## src/rtl/band_pkg.sv

```systemverilog
// Shared types and constants for the band capture and playback blocks.
package band_pkg;

  // One audio sample as it leaves the input/filter chain.
  typedef logic signed [15:0] sample_t;

  // Record controller states.
  typedef enum logic [1:0] {
    IDLE   = 2'd0,
    ARMED  = 2'd1,
    RECORD = 2'd2,
    DONE   = 2'd3
  } rec_state_t;

  // Audio sample rate and the fabric clock it is strobed into.
  localparam int SAMPLE_RATE_HZ = 44000;
  localparam int CLK_HZ         = 4400000;
  localparam int CLK_PER_SAMPLE = CLK_HZ / SAMPLE_RATE_HZ;

  // Magnitude of a signed sample. -32768 has no positive twin in 16 bits,
  // so it is clamped to 32767 rather than wrapping back to itself.
  function automatic logic [15:0] sat_abs(input sample_t s);
    logic [15:0] raw;
    raw = s;
    if (raw == 16'h8000) begin
      return 16'h7fff;
    end
    if (raw[15]) begin
      return ~raw + 16'd1;
    end
    return raw;
  endfunction

endpackage

```

## src/rtl/band_trigger.sv

```systemverilog
// Level trigger: a strobed sample fires when its saturated magnitude reaches
// THRESH. Purely combinational so the owner decides when to act on it.
module band_trigger
  import band_pkg::*;
#(
  parameter int THRESH = 0
) (
  input  logic [15:0] sample,
  input  logic        valid,
  output logic        hit
);

  // THRESH is compared one bit wider than the magnitude so a threshold of
  // 32768 or more simply never fires instead of aliasing.
  localparam logic [16:0] THRESH_W = 17'(THRESH);

  logic [15:0] magnitude;

  // Magnitude and compare; THRESH = 0 fires on every strobed sample.
  always_comb begin
    magnitude = sat_abs(sample_t'(sample));
    hit       = valid && ({1'b0, magnitude} >= THRESH_W);
  end

endmodule

```

## src/rtl/band_record.sv

```systemverilog
// Capture side of a band: writes the 44 kHz sample stream into the band
// BRAM write port with start/stop control, an optional level trigger and a
// ring (loop) mode. sample_count tells playback how far it may read.
//
// Write-port contract: there is no back-pressure. A sample is accepted on the
// clock edge where valid_in is high and the controller is either triggering
// in ARMED or running in RECORD. The matching write appears one cycle later
// as a single-cycle bram_we pulse with bram_addr/bram_wdata; both hold their
// last value while bram_we is low.
module band_record
  import band_pkg::*;
#(
  parameter int MEM_DEPTH  = 4036,
  parameter int ADDR_WIDTH = $clog2(MEM_DEPTH),
  parameter int THRESH     = 0
) (
  input  logic                  clk,
  input  logic                  rst,
  input  logic                  start,
  input  logic                  stop,
  input  logic                  loop_en,
  input  logic [15:0]           data_in,
  input  logic                  valid_in,
  output logic                  bram_we,
  output logic [ADDR_WIDTH-1:0] bram_addr,
  output logic [15:0]           bram_wdata,
  output logic                  busy,
  output logic                  done,
  output logic                  wrapped,
  output logic [ADDR_WIDTH:0]   sample_count
);

  localparam logic [ADDR_WIDTH-1:0] LAST_ADDR  = ADDR_WIDTH'(MEM_DEPTH - 1);
  localparam logic [ADDR_WIDTH-1:0] ADDR_ONE   = ADDR_WIDTH'(1);
  localparam logic [ADDR_WIDTH:0]   FULL_COUNT = (ADDR_WIDTH + 1)'(MEM_DEPTH);
  localparam logic [ADDR_WIDTH:0]   COUNT_ONE  = (ADDR_WIDTH + 1)'(1);

  // Controller state; kept as a named signal so it can be probed directly.
  rec_state_t state;
  rec_state_t state_next;

  logic [ADDR_WIDTH-1:0] ptr;        // address the next accepted sample goes to
  logic                  trig;       // ARMED trigger condition for this cycle
  logic                  at_end;     // next write lands on the last word
  logic                  wr_accept;  // a sample is accepted this cycle
  logic                  clear_take; // a new take begins this cycle

  band_trigger #(
    .THRESH(THRESH)
  ) u_trigger (
    .sample(data_in),
    .valid (valid_in),
    .hit   (trig)
  );

  assign at_end = (ptr == LAST_ADDR);

  // State register; reset aborts any take on the spot.
  always_ff @(posedge clk) begin
    if (rst) begin
      state <= IDLE;
    end else begin
      state <= state_next;
    end
  end

  // Next-state decode plus the accept/clear strobes for the datapath.
  always_comb begin
    state_next = state;
    wr_accept  = 1'b0;
    clear_take = 1'b0;
    case (state)
      IDLE: begin
        if (start) begin
          state_next = ARMED;
          clear_take = 1'b1;
        end
      end
      ARMED: begin
        // stop wins over a trigger in the same cycle: nothing is written.
        if (stop) begin
          state_next = DONE;
        end else if (trig) begin
          wr_accept  = 1'b1;
          state_next = (at_end && !loop_en) ? DONE : RECORD;
        end
      end
      RECORD: begin
        if (valid_in) begin
          wr_accept = 1'b1;
          if (stop || (at_end && !loop_en)) begin
            state_next = DONE;
          end
        end else if (stop) begin
          state_next = DONE;
        end
      end
      DONE: begin
        if (start) begin
          state_next = ARMED;
          clear_take = 1'b1;
        end
      end
      default: begin
        state_next = IDLE;
      end
    endcase
  end

  // Write port, pointer, take length and wrap flag.
  always_ff @(posedge clk) begin
    if (rst) begin
      bram_we      <= 1'b0;
      bram_addr    <= '0;
      bram_wdata   <= '0;
      ptr          <= '0;
      sample_count <= '0;
      wrapped      <= 1'b0;
    end else begin
      bram_we <= wr_accept;
      if (clear_take) begin
        ptr          <= '0;
        sample_count <= '0;
        wrapped      <= 1'b0;
      end
      if (wr_accept) begin
        bram_addr  <= ptr;
        bram_wdata <= data_in;
        ptr        <= at_end ? '0 : ptr + ADDR_ONE;
        if (sample_count != FULL_COUNT) begin
          sample_count <= sample_count + COUNT_ONE;
        end
        // Pointer back at 0 with words already written means the ring has
        // come around: the previous write was to the last address.
        if ((ptr == '0) && (sample_count != '0)) begin
          wrapped <= 1'b1;
        end
      end
    end
  end

  // Status is a straight decode of the state register.
  always_comb begin
    busy = (state == ARMED) || (state == RECORD);
    done = (state == DONE);
  end

endmodule

```

## config.mk

```make
export PLATFORM = sky130hd
export DESIGN_NAME = band_record
export DESIGN_NICKNAME = d
export VERILOG_FILES = /design/src/rtl/band_pkg.sv /design/src/rtl/band_trigger.sv /design/src/rtl/band_record.sv
export SDC_FILE = /design/constraint.sdc
export NUM_CORES = 1
export LEC_CHECK = 0
export BUFFER_PORTS_ARGS = -buffer_cell sky130_fd_sc_hd__buf_2
export CAP_MARGIN = 10
export CORE_ASPECT_RATIO = 1.2
export CORE_MARGIN = 2
export CORE_UTILIZATION = 30
export CTS_CLUSTER_DIAMETER = 50
export DETAILED_ROUTE_END_ITERATION = 10
export PLACE_DENSITY = 0.59
export SYNTH_ARGS = -nofsm -noshare
export SYNTH_HDL_FRONTEND = slang
export SYNTH_SLANG_ARGS = --single-unit
```

## constraint.sdc

```tcl
create_clock -name clk -period 2.6 [get_ports clk]
set_clock_uncertainty 0.1 [all_clocks]
set_input_delay 0.26 -clock clk [delete_from_list [all_inputs] [get_ports clk]]
set_output_delay 0.26 -clock clk [all_outputs]
set_load 0.05 [all_outputs]
```

==> flow_summary.toml <==
[cts]
clk_pin_slew_ns = 0.07
ctsResizeCount = 0
cts_setup_buffers = 0
cts.sinks = 57
insertion_delay_ns = 0.33
cts_inserted_buffers = 9
cts_tree = "done"
clockRootBuffer = "clkbuf_8"
cts_hold_buf = 0
htreeDepth = 3
cts.path.max_buffers = 2

[route]
wl_per_cell_um = 12.4
vias = 2468
routed_wl_um = 6350
drt_iter0_drc = 135
ant_nets = 0
viasPerCell = 4.82
first_pass_iters = 4
remaining_drc_errors = 0

[cells_and_area]
antenna_cells = 0
final_area_um2 = 3220
num-nets-final = 423
area.growth.synth_to_final_pct = 25.9
final_cells = 512
drive_gt1_share_pct = 23.6
fillerInstances = 853

[global_routing]
gr-total-overflow = 0
antenna_found_initial = 0
grtUsageTotal_pct = 14.2
grt_max_degree = 43
grt_pass1_vias = 2170
grt_first_pass_wirelength_um = 10500

[die]
coreArea_um2 = 8200
dieHeight_um = 105
die-area_um2 = 9280
initial_core_util_pct = 31.2
rows = 36
ios = 67
die_w_um = 88.3

[status]
outcome = "finished clean"

[synth]
synth.avg_cell_area_um2 = 7.84
synth_ff_type = "dfxtp_1"
synth_area_leaders = "dfxtp_1, nand2_1, a21oi_1"
syn_nets = 356
synth_cell_types = 42
synth_top_area_share_pct = 44.6
ys_seq_area_share_pct = 44.6
syn_inst = 326
synth_area_um2 = 2560
synth_most_common_cell = "nand2_1"
ys_ff_latch = 57
synth_common_cells = "nand2_1, dfxtp_1, a21oi_1"
synth_warnings = 0
synth_largest_area_cell = "dfxtp_1"
async_flop_share_pct = 0
synth_edf_count = 0

[sta]
max_slew_margin_pct = 65.2
period_minus_slack_ns = 2.36
drv_slew = 0
fin_crit_sh_pct = 90.6
setup_viol_count_final = 0
clock.fmax_ghz = 0.424
tightest_slew_ns = 0.520
rsz0062_at_grt = "false"
hold_viol_final = 0
finalSetupTns_ns = 0

[pwr]
p_comb_share_pct = 26.4
ir_drop_v = 0.000240
power_density_nw_per_um2 = 743
power_frac_seq_pct = 39.9
clkPwrFrac_pct = 33.7
total_power_uw = 2390
switching_share_pct = 36.1
switching_power_uw = 865
intPower_uw = 1530
leakage_uw = 0.00130

[setup_path]
worstSetupPathType = "reg -> reg"
path_max_fanout = 42
crit_path_end_kind = "flop"
critPathLaunchType = "flop"
arrival_ns = 2.51
r2r_start = "state[0]"
worst_r2r_endpoint = "ptr[10]"
rr_worst_depth = 8
critPathRequiredTime_ns = 2.76
critPathCapture = "ptr[10]"
regToRegSetupSlack_ns = 0.24
critical_path.startpoint = "state[0]"

[placement]
dp_hpwl_um = 4510
port_buffers = 66
place_inst = 496
place_congestion = 0.835
post_dp_cell_area_um2 = 3020

[worst_hold_path]
worstHoldPathType = "in -> reg"

[run]
cap_violations = 0
-- metrics by stage --
| stage | util [%] | hold WS [ns] | worst slack, ns |
|---|---|---|---|
| after floorplan | - | 0.296 | 0.277 |
| after global placement | 36.8 | 0.338 | 0.269 |
| after detailed placement | 36.8 | 0.345 | 0.196 |
| after CTS | 39.2 | 0.0484 | 0.175 |
| after global routing | 39.3 | 0.0477 | 0.0278 |
| final | 39.3 | 0.0604 | 0.244 |
-- flip-flops by register name, summed over array words and instances (netlist names) --
register,flops
bram_wdata,16
sample_count,13
bram_addr,12
ptr,12
state,2
bram_we,1
wrapped,1
-- worst min path at each step --
| stage | from | end | slack [ns] | depth (start not counted) |
|---|---|---|---|---|
| after floorplan | data_in[0] | bram_wdata[0] | 0.30 | 2 |
| after global placement | bram_wdata[13] | bram_wdata[13] | 0.34 | 2 |
| after detailed placement | bram_addr[5] | bram_addr[5] | 0.35 | 2 |
| after CTS | data_in[10] | bram_wdata[10] | 0.05 | 3 |
| after global routing | data_in[12] | bram_wdata[12] | 0.05 | 3 |
| final | data_in[10] | bram_wdata[10] | 0.06 | 3 |
-- cells in the final DEF, fill, tap and decap left out, types with 4 or more instances in the layout --
cell type / count
nand2_1: 77
and3_1: 4
clkbuf_8: 9
nor2_1: 18
a21oi_1: 49
or3_1: 4
nor3_1: 8
a31oi_1: 6
inv_1: 17
xnor2_1: 5
dfxtp_1: 57
ha_1: 8
nand3_1: 15
buf_2: 66
o21ai_0: 8
-- power by group through the flow --
| stage | logic (uW) | clock network (uW) | registers [uW] |
|---|---|---|---|
| 5_1_grt | 695 | 873 | 961 |
| 2_1_floorplan | 356 | 0 | 1080 |
| 3_3_place_gp | 630 | 0 | 973 |
| 3_5_place_dp | 636 | 0 | 975 |
| 4_1_cts | 639 | 824 | 955 |
| 6_report | 631 | 806 | 955 |
-- worst max-delay path: stages (launching register included) --
cell and delay [ns]:
dfxtp_1 0.40, inv_1 0.06, ha_1 0.37, nor2b_1 0.21
o21ai_2 0.11, buf_12 0.19, or3_1 0.41, or3_1 0.35
o21ai_0 0.07
-- cell type report --
| cell class | count | area [um^2] | area share (%) |
|---|---|---|---|
| multi-input combinational | 239 | 1310 | 40.7 |
| tap | 114 | 143 | 4.43 |
| inverter | 17 | 63.8 | 1.98 |
| clock buffer | 9 | 124 | 3.85 |
| timing repair buffer | 69 | 365 | 11.4 |
| sequential | 57 | 1140 | 35.5 |
| clock inverter | 7 | 71.3 | 2.22 |
-- kinds of logic (layout without fill, tap and decap cells) --
logic type                 count (synthesis)  after routing  synth area share, %
AOI/OAI and AO/OA                         74             74                 16.3
and+or+nand+nor                          150            150                 28.3
adders and majority gates                  8              8                 3.92
buffers and inverters                     30            102                 4.45
xor gates and xnor gates                   7              7                 2.40
DFF                                       57             57                 44.6
-- routing by layer --
layer  vias to the layer above  track usage, %  part of all wire (%)
met5                         -               0                     0
met4                         0            5.84                   1.5
met3                         9            3.16                   3.7
met2                        46            22.1                    48
met1                      1152            18.7                    46
li1                       1261               -                     -
Note: power is estimated with default switching activity, not from simulation.
